## config.mk

```make
export PLATFORM = sky130hd
export DESIGN_NAME = gat_bram_load_ctrl
export DESIGN_NICKNAME = d
export VERILOG_FILES = /design/src/rtl/gat_bram_load_ctrl.sv
export SDC_FILE = /design/constraint.sdc
export NUM_CORES = 1
export LEC_CHECK = 0
export ABC_CLOCK_PERIOD_IN_PS = 5210
export CAP_MARGIN = 20
export CORE_ASPECT_RATIO = 0.8
export CORE_MARGIN = 2
export CORE_UTILIZATION = 52
export CTS_CLUSTER_SIZE = 40
export DETAILED_ROUTE_END_ITERATION = 12
export PLACE_DENSITY = 0.81
export RECOVER_POWER = 50
export SLEW_MARGIN = 20
export SYNTH_ARGS = -nofsm -noshare
export SYNTH_HDL_FRONTEND = slang
export SYNTH_SLANG_ARGS = --single-unit
```

## constraint.sdc

```tcl
create_clock -name i_clk -period 5.21 [get_ports i_clk]
set_input_delay 0.521 -clock i_clk [delete_from_list [all_inputs] [get_ports i_clk]]
set_output_delay 0.521 -clock i_clk [all_outputs]
set_load 0.01 [all_outputs]
```

## src/rtl/gat_bram_load_ctrl.sv

```systemverilog
// BRAM load/readback controller for gat_top: streams host data into NUM_CH BRAMs and streams the feature BRAM back out.
// Optional GAT_LOAD_CHECKSUM_EN adds o_load_sum, a running sum of the beats written by the current command.
`timescale 1ns/1ps
module gat_bram_load_ctrl #(
    parameter int NUM_CH      = 3,
    parameter int DATA_W      = 32,
    parameter int ADDR_W      = 18,
    parameter int FEAT_W      = 8,
    parameter int FEAT_ADDR_W = 16,
    parameter int CH_W        = (NUM_CH > 1) ? $clog2(NUM_CH) : 1
) (
    input  logic                   i_clk,
    input  logic                   i_rst,
    input  logic                   i_layer_clr,
    input  logic                   i_cfg_vld,
    output logic                   o_cfg_rdy,
    input  logic [CH_W-1:0]        i_cfg_ch,
    input  logic [ADDR_W:0]        i_cfg_len,
    input  logic                   i_s_vld,
    output logic                   o_s_rdy,
    input  logic [DATA_W-1:0]      i_s_data,
    output logic [DATA_W-1:0]      o_bram_din,
    output logic [ADDR_W-1:0]      o_bram_addra,
    output logic [NUM_CH-1:0]      o_bram_ena,
    output logic [NUM_CH-1:0]      o_bram_wea,
    output logic [NUM_CH-1:0]      o_load_done,
    output logic                   o_all_done,
    output logic                   o_err_len,
    input  logic                   i_rd_start,
    input  logic [FEAT_ADDR_W:0]   i_rd_len,
    output logic                   o_rd_busy,
    output logic [FEAT_ADDR_W-1:0] o_feat_addrb,
    input  logic [FEAT_W-1:0]      i_feat_dout,
    output logic                   o_m_vld,
    input  logic                   i_m_rdy,
    output logic [FEAT_W-1:0]      o_m_data,
    output logic                   o_m_last
`ifdef GAT_LOAD_CHECKSUM_EN
    , output logic [31:0]          o_load_sum
`endif
);

    localparam logic [ADDR_W:0] MAX_LEN = {1'b1, {ADDR_W{1'b0}}};

    typedef enum logic [1:0] {W_IDLE, W_LOAD, W_FIN} wstate_t;
    typedef enum logic {R_IDLE, R_RUN} rstate_t;

    wstate_t             r_wstate, w_wnext;
    logic [CH_W-1:0]     r_ch;
    logic [ADDR_W:0]     r_len;
    logic [ADDR_W-1:0]   r_addr;
    logic [DATA_W-1:0]   r_din;
    logic [ADDR_W-1:0]   r_addra;
    logic [NUM_CH-1:0]   r_ena, r_wea, r_done, w_ch_onehot;
    logic                r_err;
    logic                w_cfg_acc, w_beat, w_last_beat;

    always_comb begin
        for (int i = 0; i < NUM_CH; i++) begin
            w_ch_onehot[i] = (r_ch == CH_W'(i));
        end
    end

    assign w_last_beat = ({1'b0, r_addr} == (r_len - (ADDR_W+1)'(1)));

    always_ff @(posedge i_clk or posedge i_rst) begin
        if (i_rst) r_wstate <= W_IDLE;
        else       r_wstate <= w_wnext;
    end

    always_comb begin
        w_wnext   = r_wstate;
        o_cfg_rdy = 1'b0;
        o_s_rdy   = 1'b0;
        w_cfg_acc = 1'b0;
        w_beat    = 1'b0;
        case (r_wstate)
            W_IDLE: begin
                // Ready is masked during reset so every output reads 0 while rst is held.
                o_cfg_rdy = !i_rst;
                w_cfg_acc = i_cfg_vld && !i_rst;
                if (w_cfg_acc) begin
                    if (i_cfg_len == '0)          w_wnext = W_FIN;
                    else if (i_cfg_len > MAX_LEN) w_wnext = W_IDLE;
                    else                          w_wnext = W_LOAD;
                end
            end
            W_LOAD: begin
                o_s_rdy = 1'b1;
                w_beat  = i_s_vld;
                if (w_beat && w_last_beat) w_wnext = W_FIN;
            end
            W_FIN:   w_wnext = W_IDLE;
            default: w_wnext = W_IDLE;
        endcase
    end

    always_ff @(posedge i_clk or posedge i_rst) begin
        if (i_rst) begin
            r_ch    <= '0;
            r_len   <= '0;
            r_addr  <= '0;
            r_din   <= '0;
            r_addra <= '0;
            r_ena   <= '0;
            r_wea   <= '0;
            r_done  <= '0;
            r_err   <= 1'b0;
        end else begin
            r_ena <= '0;
            r_wea <= '0;
            if (w_cfg_acc) begin
                r_ch   <= i_cfg_ch;
                r_len  <= i_cfg_len;
                r_addr <= '0;
                if (i_cfg_len > MAX_LEN) r_err <= 1'b1;
            end
            if (w_beat) begin
                r_din   <= i_s_data;
                r_addra <= r_addr;
                r_ena   <= w_ch_onehot;
                r_wea   <= w_ch_onehot;
                r_addr  <= r_addr + ADDR_W'(1);
            end
            // A FIN set in the same cycle as layer_clr must survive the clear.
            r_done <= (i_layer_clr ? '0 : r_done) | ((r_wstate == W_FIN) ? w_ch_onehot : '0);
        end
    end

    assign o_bram_din   = r_din;
    assign o_bram_addra = r_addra;
    assign o_bram_ena   = r_ena;
    assign o_bram_wea   = r_wea;
    assign o_load_done  = r_done;
    assign o_all_done   = &r_done;
    assign o_err_len    = r_err;

`ifdef GAT_LOAD_CHECKSUM_EN
    logic [31:0] r_sum;
    always_ff @(posedge i_clk or posedge i_rst) begin
        if (i_rst)          r_sum <= '0;
        else if (w_cfg_acc) r_sum <= '0;
        else if (w_beat)    r_sum <= r_sum + 32'(i_s_data);
    end
    assign o_load_sum = r_sum;
`endif

    rstate_t             r_rstate, w_rnext;
    logic [FEAT_ADDR_W:0] r_rlen, r_issue_cnt;
    logic                r_inflight, r_inflight_last;
    logic [FEAT_W-1:0]   r_buf_data [2];
    logic [1:0]          r_buf_last;
    logic [1:0]          r_buf_cnt;
    logic                r_wr_ptr, r_rd_ptr;
    logic [2:0]          w_occ;
    logic                w_pop, w_issue, w_rstart;

    assign o_m_vld      = (r_buf_cnt != 2'd0);
    assign o_m_data     = r_buf_data[r_rd_ptr];
    assign o_m_last     = r_buf_last[r_rd_ptr];
    assign o_rd_busy    = (r_rstate == R_RUN);
    assign o_feat_addrb = r_issue_cnt[FEAT_ADDR_W-1:0];
    assign w_pop        = o_m_vld && i_m_rdy;
    assign w_occ        = {1'b0, r_buf_cnt} + {2'b00, r_inflight};
    assign w_rstart     = (r_rstate == R_IDLE) && i_rd_start && (i_rd_len != '0);
    // Reads in flight reserve a skid slot; a same-cycle pop frees one so 1 beat/cycle is sustained.
    assign w_issue      = (r_rstate == R_RUN) && (r_issue_cnt != r_rlen) &&
                          ((w_occ < 3'd2) || ((w_occ == 3'd2) && w_pop));

    always_ff @(posedge i_clk or posedge i_rst) begin
        if (i_rst) r_rstate <= R_IDLE;
        else       r_rstate <= w_rnext;
    end

    always_comb begin
        w_rnext = r_rstate;
        case (r_rstate)
            R_IDLE:  if (w_rstart) w_rnext = R_RUN;
            R_RUN:   if (w_pop && o_m_last) w_rnext = R_IDLE;
            default: w_rnext = R_IDLE;
        endcase
    end

    always_ff @(posedge i_clk or posedge i_rst) begin
        if (i_rst) begin
            r_rlen          <= '0;
            r_issue_cnt     <= '0;
            r_inflight      <= 1'b0;
            r_inflight_last <= 1'b0;
            r_buf_data[0]   <= '0;
            r_buf_data[1]   <= '0;
            r_buf_last      <= '0;
            r_buf_cnt       <= '0;
            r_wr_ptr        <= 1'b0;
            r_rd_ptr        <= 1'b0;
        end else begin
            if (w_rstart) begin
                r_rlen      <= i_rd_len;
                r_issue_cnt <= '0;
            end
            if (w_issue) r_issue_cnt <= r_issue_cnt + (FEAT_ADDR_W+1)'(1);
            r_inflight      <= w_issue;
            r_inflight_last <= w_issue && (r_issue_cnt == (r_rlen - (FEAT_ADDR_W+1)'(1)));
            if (r_inflight) begin
                r_buf_data[r_wr_ptr] <= i_feat_dout;
                r_buf_last[r_wr_ptr] <= r_inflight_last;
                r_wr_ptr             <= ~r_wr_ptr;
            end
            if (w_pop) r_rd_ptr <= ~r_rd_ptr;
            case ({r_inflight, w_pop})
                2'b10:   r_buf_cnt <= r_buf_cnt + 2'd1;
                2'b01:   r_buf_cnt <= r_buf_cnt - 2'd1;
                default: r_buf_cnt <= r_buf_cnt;
            endcase
        end
    end

endmodule
```

==> qor.yml, run 1 <==
synthMuxAreaShare: 0.06501
synth_top_area_cell: "dfrtp_1"
cp.required_ps: 5520
fp.dieW_um: 143.9
ir_drop_mv: 0.2750
yosysSeqAreaShare: 0.4826
reg2reg_to: "r_addr[5]"
antenna_found_initial: 0
layout_commonest_cell: "nand2_1"
rsz0062_at_grt: "false"
insertion_delay_ps: 430
avgSynthCellArea_um2: 9.016
cp-endpoint: "r_addr[5]"
ff_latch_area_um2: 3929
timing.fmax_mhz: 280.5
syn_inst: 903
syn_area_um2: 8142
cts-root-buf: "clkbuf_16"
total_power_mw: 4.835
cts_tree: "yes"
critPathBufInv: 2
crit_type: "in -> reg"
initial_core_util: 0.5369
status: "finished, violations left"
drt_wl_total_mm: 20.30
hp-start: "o_bram_din[12]"
r2r_slack_ps: 1920
first_pass_iters: 5
cp_top_family: "buffers and inverters"
pwr_density_cell_nw_per_um2: 461.9
vias: 6847
min_period_ps: 3565
layout_common_cells: "nand2_1 (296), dfrtp_1 (157), clkdlybuf4s50_1 (156), xnor2_1 (39), mux2_2 (31)"
post_cts.repair.setup_buffers: 0
drv_slew: 144
vias_per_cell: 5.451
fp.dieH_um: 115.9
nFillCells: 1178
post_route_cells_drive_above_1_share: 0.07361
ys_warn_count: 0
rr_worst_depth: 4
hpwl_mm: 14.57
worst-path-stages: 5
multi_input_area_um2: 3805
htreeDepth: 4
critPathSlowestCell: "clkbuf_1"
antenna_left: 0
yosys.area_share.simple: 0.2625
synth-edff-count: 0
drt_iter0_drc: 683
synthAdderAreaFrac: 0.01229
ys_types: 59
cts_buffers: 17
post_cts_resized: 0
wl_per_cell_um: 16.16
finalSetupTns_ps: 0
nNetsFinal: 1127
startpoint_type: "primary input"
synth_top_family_by_area: "simple AND/OR/NAND/NOR gates"
power_leakage_nw: 4.733
synth_nets: 996
crit_path_start: "i_s_vld"
cts.path.max_buffers: 2
failed_checks: "capacitance limit, slew limit"
synth_top_area_share: 0.4826
reg2reg_from: "r_wstate[1]"
finalHoldViolCount: 0
grt_pass1_wl_mm: 33.04
synth_compound_area_frac: 0.07115
path_max_fanout: 69
synth_xor_area_frac: 0.05486
clock_sinks: 157
slew_headroom: -1.180
cts-hold-fix-buffers: 0
maxCapViolations: 2
grt_remaining_overflow: 0
synth_seq_cells: 157
area_growth_pct: 28.58
clock_skew_ps: 7.657
cp_slowest_stage_delay_ps: 2000
min_period_over_period: 0.6842
gp_congestion: 0.9466
grt.total_usage: 0.2543
grt_pass1_vias: 6345
worstMarginPinSlew_ps: 3251
rows: 40
drc: 0
crit_chain: "dlygate4sd3_1 > nand3b_1 > clkbuf_1 > o311ai_0 > o41ai_1"
ys.flop_type: "dfrtp_1"
io_pins: 175
n_antenna_cell: 0
synth_area_leaders: "dfrtp_1 (48%), nand2_1 (14%), mux2_2 (4.3%)"
hold_path.class: "reg -> reg"
clk_pin_slew_ps: 70
fp.coreArea_um2: 15160
synthArstFlopShare: 1.000
end_kind: "flip-flop"
io_buffers: 174
grt_max_degree: 74
arrival_ps: 3870
setup_violations: 0
dieArea_um2: 16680
worst reg2reg max path: stages (launching register included):
cell and delay (ps):
dfrtp_1 380, nand3b_1 150, clkbuf_1 2000, o311ai_0 480, o41ai_1 160
synthesized netlist by cell type, types with 2 or more instances:
master	n
nor2b_1	5
xnor2_1	39
a21boi_0	2
a22o_1	5
o311ai_0	2
nand2b_1	7
or3b_2	2
and2_1	3
or3_1	7
a31oi_1	4
nor3b_1	6
nand3b_1	5
buf_1	2
or4_2	2
clkbuf_1	42
o31ai_1	2
o21ai_0	29
nor3_1	22
a211o_1	3
a21oi_1	8
nor2_1	24
nor4b_1	2
nand2_1	296
inv_1	20
o211ai_1	6
and3b_1	2
ha_1	8
nor4_1	20
o41ai_2	2
or4_1	9
buf_4	19
a211oi_1	4
nand3_1	23
and4_1	3
buf_6	2
o22ai_1	3
and3_1	10
mux2i_1	18
xor2_1	12
a311oi_1	2
or2_2	2
or4_4	2
mux2_2	31
nand4_1	15
dfrtp_1	157
sequential cells by signal (all words and copies together), names as in the netlist, 2 cells and up:
register / cells
o_bram_addra: 18
r_issue_cnt: 17
r_buf_cnt: 2
r_rlen: 17
r_ch: 2
r_wstate: 2
r_buf_data: 16
r_buf_last: 2
o_load_done: 3
r_len: 19
o_bram_din: 32
o_bram_wea: 3
r_addr: 18
kinds of logic after synthesis:
family | Yosys count
XOR/XNOR | 51
multiplexers | 49
AND/OR/NAND/NOR | 468
AO/OA/AOI/OAI | 84
adder cells (fa/ha/maj) | 8
flip-flops | 157
buffers and inverters | 86
cell type report:
type,count,area share
Clock buffer,18,0.04099
Clock inverter,13,0.01924
Inverter,20,0.007291
Multi-Input combinational cell,660,0.3635
Sequential cell,157,0.3753
Tap cell,210,0.02510
Timing Repair Buffer,178,0.1686
metal layers:
| metal | track usage | vias to the layer above | share of wire |
|---|---|---|---|
| met1 | 0.3737 | 3232 | 0.47 |
| met5 | 0 | - | 0 |
| met2 | 0.3806 | 267 | 0.43 |
| met3 | 0.06033 | 19 | 0.083 |
| met4 | 0.06863 | 0 | 0.010 |
| li1 | - | 3329 | - |
stage by stage:
stage	worst slack, ps	area [um2]	util	instances	hold slack [ps]
2_1_floorplan	454.1	8142	-	903	461.3
3_3_place_gp	2158	9848	0.6494	1225	456.2
3_5_place_dp	2039	9848	0.6494	1225	460.8
4_1_cts	1994	10480	0.6910	1256	478.8
5_1_grt	996.0	10470	0.6903	1256	488.4
6_report	1645	10470	0.6903	1256	470.5
power by group:
part | total [mW] | switching [mW] | internal (mW)
Clock | 1.35 | 0.533 | 0.813
Combinational | 1.62 | 0.779 | 0.840
Sequential | 1.87 | 0.355 | 1.51
how the worst min path moves through the flow:
stage	depth (start not counted)	slack, ps	end
after floorplan	1	460	r_wr_ptr
after global placement	2	460	o_bram_din[20]
after detailed placement	2	460	o_bram_din[16]
after CTS	2	480	o_bram_addra[10]
after global routing	2	490	o_bram_addra[10]
final	2	470	o_bram_din[12]
No activity file was read; power rests on OpenSTA's default activity.
==> run 2, diff against run 1 <==
ABC_CLOCK_PERIOD_IN_PS = 3650   (was 5210)
clock period = 3.65 ns   (was 5.21 ns; I/O delays follow)
==> run 2 against run 1 <==
Against the previous run:
- the run still ends with capacitance limit, slew limit left
- sequential power increased by 42%
- via count increased by 0.93%
- final area is 0.14% lower
- cell count grew 0.48%
- non-clock buffer count increased by 5
- worst hold slack worse by 9.3 ps
- clock skew fell by 1.6 ps
- combinational power increased by 46%
- largest power group unchanged
- sequential cell count is the same
- critical endpoint is now r_wstate[0]
==> qor.yml, run 2 (synthesized netlist as in run 1, its figures left out) <==
cts.path.max_buffers: 2
grt_max_degree: 71
ir_drop_mv: 0.3476
initial_core_util: 0.5369
maxCapViolations: 1
reg2reg_from: "r_len[0]"
gp_congestion: 0.9188
drv_slew: 42
drt_iter0_drc: 531
wl_per_cell_um: 16.28
dpl_worst_slack_ps: 658.7
hpwl_mm: 14.82
fp.dieW_um: 143.9
timing.fmax_mhz: 327.4
grt_pass1_wl_mm: 33.41
largest_reg_flops: 32
power_leakage_nw: 4.714
first_pass_iters: 5
area_growth_pct: 28.40
status: "finished, violations left"
fp.dieH_um: 115.9
io_pins: 175
reg2reg_to: "r_wstate[0]"
cts_buffers: 17
worstMarginPinSlew_ps: 1857
hold_path.class: "in -> reg"
vias_per_cell: 5.476
setup_violations: 0
crit_type: "reg -> reg"
fp.coreArea_um2: 15160
finalSetupTns_ps: 0
clk_pin_slew_ps: 70
vias: 6911
post_cts_resized: 0
drt_wl_total_mm: 20.54
pwr_density_cell_nw_per_um2: 645.3
cp.required_ps: 3950
grt_remaining_overflow: 0
cts-root-buf: "clkbuf_16"
hold_depth: 3
startpoint_type: "flip-flop"
worstHoldEndpoint: "r_ch[0]"
slew_headroom: -0.2445
antenna_found_initial: 0
htreeDepth: 4
layout_common_cells: "nand2_1 (296), clkdlybuf4s50_1 (172), dfrtp_1 (157), xnor2_1 (39), mux2_2 (31)"
dieArea_um2: 16680
drc: 0
total_power_mw: 6.746
clock_sinks: 157
cts-hold-fix-buffers: 0
path_max_fanout: 8
finalWorstSetupSlack_ps: 595.6
arrival_ps: 3350
holdWs_ps: 461.2
post_route_cells_drive_above_1_share: 0.07890
min_period_ps: 3054
r2r_slack_ps: 600
layout_commonest_cell: "nand2_1"
finalHoldViolCount: 0
clock_skew_ps: 6.087
min_period_over_period: 0.8368
grt.total_usage: 0.2549
antenna_left: 0
nNetsFinal: 1132
grt_pass1_vias: 6554
rows: 40
hp-start: "i_cfg_ch[0]"
n_antenna_cell: 0
cts_tree: "yes"
end_kind: "flip-flop"
rsz0062_at_grt: "false"
post_cts.repair.setup_buffers: 0
rr_worst_depth: 8
io_buffers: 174
insertion_delay_ps: 430
failed_checks: "capacitance limit, slew limit"
-- run 2: cell count changes in the layout (fill, tap and decap cells not counted), moves of 2 or more --
| cell | delta |
|---|---|
| clkdlybuf4s50_1 | +16 |
| dlygate4sd3_1 | -16 |
| inv_8 | +5 |
| bufinv_16 | -4 |
| buf_4 | +2 |
| clkinv_2 | +2 |
-- run 2: layout make-up --
class	count	area, um2
clock buffers	17	425.4
fillers	1212	4711
flip-flops and latches	157	3929
multi-input cells	660	3805
repair buffers	183	1809
clock inverters	15	146.4
inverters	20	76.32
well taps	210	262.8
-- run 2: per-layer routing --
layer,routed length (um),up-vias,part of all wire,global-route usage
li1,-,3334,-,-
met1,9554,3302,0.47,0.3753
met2,9104,260,0.44,0.3911
met3,1759,15,0.086,0.06446
met4,123,0,0.0060,0.04183
met5,0,-,0,0
-- run 2: power by group --
group | switching (mW) | internal (mW) | leakage [nW] | total (mW)
registers | 0.500 | 2.16 | 2.01 | 2.66
logic | 1.14 | 1.23 | 2.41 | 2.37
clock network | 0.805 | 0.912 | 0.287 | 1.72
-- run 2: worst max path at each step --
stage / slack (ps) / startpoint / to
floorplan: 790 / r_len[0] / r_wstate[0]
global placement: 750 / r_len[0] / r_wstate[0]
detailed placement: 660 / r_len[0] / r_wstate[0]
CTS: 630 / r_len[0] / r_wstate[0]
global route: 420 / i_rst / o_bram_din[15]
finish: 600 / r_len[0] / r_wstate[0]
-- run 2: worst max-delay path: stages (launching register included) --
cell and delay (ps):
dfrtp_1 440, inv_1 100, ha_1 260, or3b_2 570, or4_4 480, or3_1 320, a311o_1 380, o41ai_2 230
o211ai_1 140
-- run 2: per-stage QoR --
| stage | instances | area [um2] | utilization |
|---|---|---|---|
| after floorplan | 903 | 8145 | - |
| final | 1262 | 10450 | 0.6894 |
| after global routing | 1262 | 10450 | 0.6894 |
| after CTS | 1262 | 10480 | 0.6912 |
| after global placement | 1230 | 9910 | 0.6535 |
| after detailed placement | 1230 | 9910 | 0.6535 |
==> run 3, diff against run 2 <==
ABC_CLOCK_PERIOD_IN_PS = 2600   (was 3650)
CORE_UTILIZATION = 47   (was 52)
PLACE_DENSITY = 0.78   (was 0.81)
clock period = 2.6 ns   (was 3.65 ns; I/O delays follow)
==> run 3 against run 2 <==
Against the previous run:
- combinational power up 68%
- first-iteration DRC count down 29%
- clock-buffer cell count up 1
- via count up 2.3%
- core utilization down 4.8 points
- wire length up 3.3%
- clock power up 58%
- power up 52%
- largest cell class unchanged
- non-clock buffer count up 53
- fmax up 14%
- setup slack worse by 660 ps
- the run ends with capacitance limit, slew limit, setup timing left
==> qor.yml, run 3 (synthesized netlist as in run 1, its figures left out) <==
status: "finished, violations left"
failed_checks: "capacitance limit, slew limit, setup timing"
place_area_um2: 10320
arrival_ps: 3030
min_period_ps: 2668
clk_pin_slew_ps: 70
rows: 43
insertion_delay_ps: 420
cts_tree: "yes"
rr_worst_depth: 8
power.switching_mw: 3.500
final_util: 0.6415
crit_path_start: "r_len[1]"
vias: 7071
p_int_mw: 6.756
rsz0062_at_grt: "true"
antenna_found_initial: 0
fp.coreArea_um2: 17160
finalWorstSetupSlack_ps: -67.74
p_seq_frac: 0.348
reg2reg_from: "r_len[1]"
dpl_worst_slack_ps: -144.1
maxCapViolations: 2
hpwl_mm: 15.54
ff_latch_area_um2: 3929
power_frac_clock: 0.265
fp.dieW_um: 151.2
wl_per_cell_um: 15.95
io_pins: 175
clock_sinks: 157
holdWs_ps: 368.6
layout_common_cells: "nand2_1 (296), clkdlybuf4s50_1 (173), dfrtp_1 (157), buf_4 (57), xnor2_1 (36)"
dieArea_um2: 18400
cts-hold-fix-buffers: 0
ir_drop_mv: 0.4960
nNetsFinal: 1185
final_cells: 1330
clock_skew_ps: 11.62
area_growth_pct: 35.22
grt.total_usage: 0.2386
worstHoldEndpoint: "o_bram_din[23]"
hold_depth: 3
total_power_mw: 10.26
reg2reg_to: "r_wstate[1]"
grt_pass1_vias: 6840
htreeDepth: 4
crit_chain: "inv_2 > ha_4 > or3b_4 > or4_4 > or3_1 > a311o_1 > nor4_2 > a31o_1"
largest_reg_flops: 32
comb_power_share: 0.387
crit_type: "reg -> reg"
cts_buffers: 17
cp.required_ps: 2960
antenna_left: 0
n_antenna_cell: 0
r2r_slack_ps: -70
drt_iter0_drc: 379
hold_path.class: "in -> reg"
layout_commonest_cell: "nand2_1"
fin_area_um2: 11010
io_buffers: 174
post_route_cells_drive_above_1_share: 0.1357
first_pass_iters: 5
critPathSlowestCell: "or4_4"
power_leakage_nw: 5.006
drv_slew: 159
hp-start: "i_s_data[23]"
slew_headroom: -0.1540
setup_violations: 2
grt_max_degree: 127
timing.fmax_mhz: 374.8
drc: 0
vias_per_cell: 5.317
grt_remaining_overflow: 0
cts-root-buf: "clkbuf_16"
drt_wl_total_mm: 21.21
switching_share: 0.3412
min_period_over_period: 1.026
cts.path.max_buffers: 2
finalSetupTns_ps: -84.44
pwr_density_cell_nw_per_um2: 931.5
gp_congestion: 0.8740
path_max_fanout: 6
end_kind: "flip-flop"
worstMarginPinSlew_ps: 1731
nFillCells: 1417
initial_core_util: 0.4744
fp.dieH_um: 121.7
startpoint_type: "flip-flop"
cp_slowest_stage_delay_ps: 440
grt_pass1_wl_mm: 34.58
finalHoldViolCount: 0
multi_input_area_um2: 3882
place_inst: 1297
-- run 3: routing by layer --
metal,part of all wire,vias up,GRT usage
li1,-,3451,-
met4,0.016,0,0.07301
met2,0.45,171,0.3611
met1,0.48,3425,0.3466
met5,0,-,0
met3,0.047,24,0.04944
-- run 3: layout make-up --
cell class	instances	area share
clock inverters	14	0.01887
well taps	225	0.02557
flip-flops and latches	157	0.3569
repair buffers	236	0.1992
clock buffers	18	0.03989
inverters	20	0.006933
multi-input cells	660	0.3527
-- run 3: worst max-delay path by stage --
stage	endpoint	slack, ps
2_1_floorplan	r_wstate[0]	-150
3_3_place_gp	r_wstate[0]	-100
3_5_place_dp	r_wstate[1]	-140
4_1_cts	r_wstate[0]	-20
5_1_grt	r_wstate[0]	-150
6_report	r_wstate[1]	-70
-- run 3: what timing repair did --
action / 4_1_cts / 5_1_grt
gates resized for setup: 8 / 7
pin swaps: 1 / 2
cloned: 0 / 0
buffers inserted: 1 / 0
endpoints found under the setup margin: 2 / 15
-- run 3: power groups by stage --
stage	sequential (mW)	clock [mW]	combinational, mW
finish	3.57	2.71	3.97
global route	3.66	2.88	4.34
CTS	3.56	2.76	3.97
detailed placement	3.59	0	3.90
global placement	3.56	0	3.82
floorplan	3.55	0	2.30
-- run 3: critical path, delay by kind of cell (launching register included) --
| kind | cells | cell delay, ps |
|---|---|---|
| AND/OR/NAND/NOR | 4 | 1460 |
| buffers and inverters | 1 | 80 |
| adder cells (fa/ha/maj) | 1 | 140 |
| flip-flops | 1 | 390 |
| AO/OA/AOI/OAI | 2 | 520 |
